## src/rtl/tt_pkg.sv

```systemverilog
// Shared types and sizes for the truth-table scanner.
package tt_pkg;
  localparam int TT_W  = 128;
  localparam int NIB_N = 32;
  localparam int N_IN  = 7;

  typedef enum logic [1:0] {
    ST_IDLE   = 2'd0,
    ST_SCAN   = 2'd1,
    ST_EMIT   = 2'd2,
    ST_FINISH = 2'd3
  } tt_state_e;
endpackage

```

## src/rtl/tt_nib_ser.sv

```systemverilog
// 128-bit to 4-bit valid/ready serializer, MSB nibble first.
module tt_nib_ser
  import tt_pkg::*;
(
  input  logic            clk,
  input  logic            rst_n,
  input  logic            load_i,
  input  logic [TT_W-1:0] data_i,
  input  logic            ready_i,
  output logic [3:0]      data_o,
  output logic            valid_o,
  output logic            last_o
);
  logic [TT_W-1:0] sr_q;
  logic [4:0]      cnt_q;
  logic            vld_q;
  logic            fire;

  assign fire    = vld_q & ready_i;
  assign data_o  = sr_q[TT_W-1 -: 4];
  assign valid_o = vld_q;
  assign last_o  = fire && (cnt_q == 5'(NIB_N-1));

  always_ff @(posedge clk or negedge rst_n) begin
    if (!rst_n) begin
      sr_q  <= '0;
      cnt_q <= '0;
      vld_q <= 1'b0;
    end else if (load_i) begin
      sr_q  <= data_i;
      cnt_q <= '0;
      vld_q <= 1'b1;
    end else if (fire) begin
      sr_q  <= sr_q << 4;
      cnt_q <= cnt_q + 5'd1;
      if (cnt_q == 5'(NIB_N-1)) vld_q <= 1'b0;
    end
  end
endmodule

```

## src/rtl/tt_scanner.sv

```systemverilog
// Walks all 128 input combinations of a 7-input function, records the
// responses into a truth table and streams it out as 32 hex nibbles.
module tt_scanner
  import tt_pkg::*;
#(
  parameter int SETTLE = 2
) (
  input  logic            clk,
  input  logic            rst_n,
  input  logic            start,
  output logic [N_IN-1:0] x,
  input  logic            f_in,
  output logic            busy,
  output logic [3:0]      nib_data,
  output logic            nib_valid,
  input  logic            nib_ready,
  output logic            done
);
  tt_state_e       state_q, state_d;
  logic [N_IN-1:0] idx_q, idx_d;
  logic [3:0]      hold_q, hold_d;
  logic [TT_W-1:0] tt_q, tt_d;
  logic            ser_load, ser_last;

  // x comes straight from the index register, so it holds 127 after a scan.
  assign x    = idx_q;
  assign busy = (state_q != ST_IDLE);
  assign done = (state_q == ST_FINISH);

  always_ff @(posedge clk or negedge rst_n) begin
    if (!rst_n) begin
      state_q <= ST_IDLE;
      idx_q   <= '0;
      hold_q  <= '0;
      tt_q    <= '0;
    end else begin
      state_q <= state_d;
      idx_q   <= idx_d;
      hold_q  <= hold_d;
      tt_q    <= tt_d;
    end
  end

  always_comb begin
    state_d  = state_q;
    idx_d    = idx_q;
    hold_d   = hold_q;
    tt_d     = tt_q;
    ser_load = 1'b0;
    case (state_q)
      ST_IDLE: begin
        if (start) begin
          state_d = ST_SCAN;
          idx_d   = '0;
          hold_d  = '0;
          tt_d    = '0;
        end
      end
      ST_SCAN: begin
        if (hold_q == 4'(SETTLE-1)) begin
          tt_d[idx_q] = f_in;
          hold_d      = '0;
          // Last index: leave for EMIT instead of wrapping back to 0.
          if (idx_q == N_IN'(TT_W-1)) begin
            state_d  = ST_EMIT;
            ser_load = 1'b1;
          end else begin
            idx_d = idx_q + 1'b1;
          end
        end else begin
          hold_d = hold_q + 4'd1;
        end
      end
      ST_EMIT: begin
        if (ser_last) state_d = ST_FINISH;
      end
      ST_FINISH: state_d = ST_IDLE;
      default:   state_d = ST_IDLE;
    endcase
  end

  // Loaded from tt_d so the final sample lands in the serializer too.
  tt_nib_ser u_ser (
    .clk     (clk),
    .rst_n   (rst_n),
    .load_i  (ser_load),
    .data_i  (tt_d),
    .ready_i (nib_ready),
    .data_o  (nib_data),
    .valid_o (nib_valid),
    .last_o  (ser_last)
  );
endmodule

```

## config.mk

```make
export PLATFORM = sky130hd
export DESIGN_NAME = tt_scanner
export DESIGN_NICKNAME = d
export VERILOG_FILES = /design/src/rtl/tt_pkg.sv /design/src/rtl/tt_nib_ser.sv /design/src/rtl/tt_scanner.sv
export SDC_FILE = /design/constraint.sdc
export NUM_CORES = 1
export LEC_CHECK = 0
export ABC_AREA = 1
export BUFFER_PORTS_ARGS = -buffer_cell sky130_fd_sc_hd__buf_2
export CAP_MARGIN = 15
export CORE_UTILIZATION = 30
export CTS_BUF_LIST = sky130_fd_sc_hd__clkbuf_16
export DETAILED_ROUTE_END_ITERATION = 12
export REMOVE_ABC_BUFFERS = 1
export SLEW_MARGIN = 20
export SYNTH_ARGS = -nofsm -noshare
export SYNTH_HDL_FRONTEND = slang
export SYNTH_SLANG_ARGS = --single-unit
```

## constraint.sdc

```tcl
create_clock -name clk -period 1.9 [get_ports clk]
set_clock_uncertainty 0.2 [all_clocks]
set_input_delay 0.285 -clock clk [delete_from_list [all_inputs] [get_ports clk]]
set_output_delay 0.285 -clock clk [all_outputs]
set_load 0.01 [all_outputs]
```

==> summary.md <==
| Metric | Value |
|---|---|
| Status | complete, but fails checks |
| Failing checks | negative setup slack |
| CTS tree | done |
| Most common cell after layout, fill and taps aside | nand2_1 |
| FF+latch count, synth | 275 |
| Core area | 0.0480 sq mm |
| Synthesized area per cell | 7.07 sq um |
| Final instance area | 0.0213 sq mm |
| Fmax | 464 MHz |
| Cell area after synthesis | 0.0147 sq mm |
| Req. time, crit path | 2210 ps |
| Ant diodes | 0 |
| Clock root buffer | clkbuf_16 |
| Period utilisation layout | 113% |
| Max-slew violations | 0 |
| Crit Path Max Fanout | 5 |
| Fillers | 4486 |
| Worst-path clk slew | 60 ps |
| Via count | 15038 |
| Min Tclk post-route | 2160 ps |
| Register Area | 0.00688 sq mm |
| All-layer global routing usage | 19.8% |
| Full die area | 0.0500 sq mm |
| WL per Instance | 19.1 um |
| CTS buffer count | 31 |
| Crit. End Element | flop |
| Io pins | 19 |
| Yosys top cell area share | 46.7% |
| Routed wire length | 55100 um |
| H-tree levels | 1 |
| Via density | 5.23 |
| Endpoints failing hold | 0 |
| Drt drc | 0 |
| Iter 0 DRT Violations | 1458 |
| Clk buf depth | 3 |
| Startpoint types | flop |
| Vias in the first global route | 14313 |
| Latest clock arrival within the worst-skew pair | 570 ps |
| CP Data Arrival Time | 2460 ps |
| Initial antenna violation count | 0 |
| Initial Util | 30.6% |
| Worst VDD drop | 0.000822 V |
| X dimension of the die | 224 um |
| Floorplan row count | 80 |
| RSZ-0062 raised after global routing | true |
| Count of input and output buffers | 18 |
| # nets final | 2254 |
| Type of the tightest min-delay check | in2reg |
| Relative slew slack | 71.2% |
| Die Height | 224 um |
| YS warnings | 0 |
| Worst slack at placement | -258 ps |
| Most frequent cells in the layout | 693 x nand2_1, 275 x dfrtp_1, 197 x nand3_1, 154 x inv_1, 116 x nand3_2 |
| Remaining antenna violation count | 0 |
| Worst Tran Pin Value | 432 ps |
| CP Class | reg2reg |
| Sequential fraction of the synthesis area | 46.7% |
| Multi-input gate area | 0.00796 sq mm |
| MaxCap Viol Count | 0 |
| Number of detailed-route iterations in the first pass | 6 |
| Power density cells | 1090 mW/mm^2 |
| # clock sinks | 275 |
| P_leak | 10.0 nW |
| Final setup fails | 232 |
| DP HPWL | 26900 um |
| Netlist cell types | 27 |
| Cell count after synthesis | 2083 |
| Top post-synthesis cells by area | dfrtp_1 47%, nand2_1 21%, nand3_1 11% |
| P&R area growth vs syn | 44.6% |
| First-pass GRT wire length | 78800 um |
| Overflow after GRT | 0 |
| Dominant cell type by area after synthesis | dfrtp_1 |
| Share of layout cells above drive strength 1 | 29.7% |
| Final WS setup | -255 ps |
| DP Area | 0.0167 sq mm |
| Largest net degree at the start of global routing | 63 |
| Routability Congestion | 0.818 |
==> logic make-up after synthesis <==
| group | count (synthesis) | synth area share [%] |
|---|---|---|
| xor+xnor | 4 | 0.238 |
| fa+ha+maj | 9 | 0.765 |
| flops | 275 | 46.7 |
| compound gates | 234 | 8.07 |
| simple gates | 1194 | 33.8 |
| buf+inv | 367 | 10.4 |
==> where the power goes <==
part / internal, mW / leakage (nW) / switching (mW) / total [mW]
logic: 4.33 / 5.70 / 5.88 / 10.2
registers: 6.51 / 3.81 / 0.366 / 6.88
clock network: 3.60 / 0.512 / 2.52 / 6.13
==> layer usage <==
layer,global-route usage [%],up-vias,share of wire [%],wire (um)
met4,6.25,0,4.4,2420
met2,33.3,626,46,25500
met5,0,-,0,0
met1,26.5,7334,42,22900
met3,2.28,173,7.7,4230
li1,-,6905,-,-
==> final cells by class <==
cell class                 count  share of cell area (%)
clock buffer                  31                    3.64
clock inverter                25                    1.11
inverter                     231                    4.43
multi-input combinational   1441                    37.4
sequential                   275                    32.3
tap                          615                    3.62
timing repair buffer         256                    17.2
timing repair inverter         4                   0.259
==> synthesized netlist by cell type <==
master / n
nand3_2: 2
buf_4: 20
buf_1: 12
nor2_2: 7
or2_2: 2
buf_2: 59
o21bai_1: 1
inv_2: 17
nor3_1: 1
o22ai_1: 2
nand2_2: 1
nor4_1: 1
nor2_1: 27
nand4_1: 7
a21oi_1: 64
clkbuf_1: 45
a21oi_4: 1
dfrtp_1: 275
nor2_4: 3
o21ai_0: 83
ha_1: 9
xor2_1: 4
inv_1: 157
nand3_1: 332
clkinv_1: 57
o21ai_1: 83
nand2_1: 811
==> final timing paths <==
path,startpoint,endpoint,slack (ps),depth (start not counted)
min in group asynchronous,rst_n,tt_q[120],130,3
setup / recovery,hold_q[1],u_ser.sr_q[63],-260,14
setup reg to reg,hold_q[1],u_ser.sr_q[63],-260,14
max in group asynchronous,rst_n,tt_q[2],970,3
hold / removal,start,state_q[0],40,4
hold reg to reg,u_ser.sr_q[6],u_ser.sr_q[6],280,2
==> flip-flops by register name, indices dropped and copies added (netlist names) <==
register,count
state_q,2
u_ser.cnt_q,5
u_ser.valid_o,1
tt_q,128
x,7
u_ser.sr_q,128
hold_q,4
==> per-stage QoR <==
step | hold slack (ps) | power (mW) | setup TNS (ps) | util [%] | instances
after detailed placement | -23.1 | 13.2 | -39060 | 34.8 | 2737
after floorplan | -211 | 9.82 | -1059100 | - | 1947
after global placement | -21.4 | 13.1 | -32200 | 34.8 | 2737
final | 35.0 | 23.2 | -22550 | 44.3 | 2878
after global routing | 73.7 | 24.1 | -43510 | 44.3 | 2878
after CTS | 55.5 | 21.2 | -10290 | 39.7 | 2839
==> what timing repair did <==
action | 4_1_cts | 5_1_grt
cloned | 21 | 28
hold buffers | 3 | 0
gates resized for setup | 163 | 380
setup endpoints to repair | 269 | 260
pin swaps | 24 | 139
endpoints found under the hold margin | 279 | 0
buffers inserted | 22 | 17
==> critical path, cell delays in order (launching register included) <==
cell	delay, ps
dfrtp_1	390
inv_2	80
ha_4	130
buf_6	90
nand3_4	100
buf_6	160
nor2_4	130
buf_12	150
clkbuf_16	160
nand2_1	60
nand2_1	60
nand3_1	110
nand3_1	120
nand2_1	70
nand2_1	70
(Power assumes the default switching activity.)
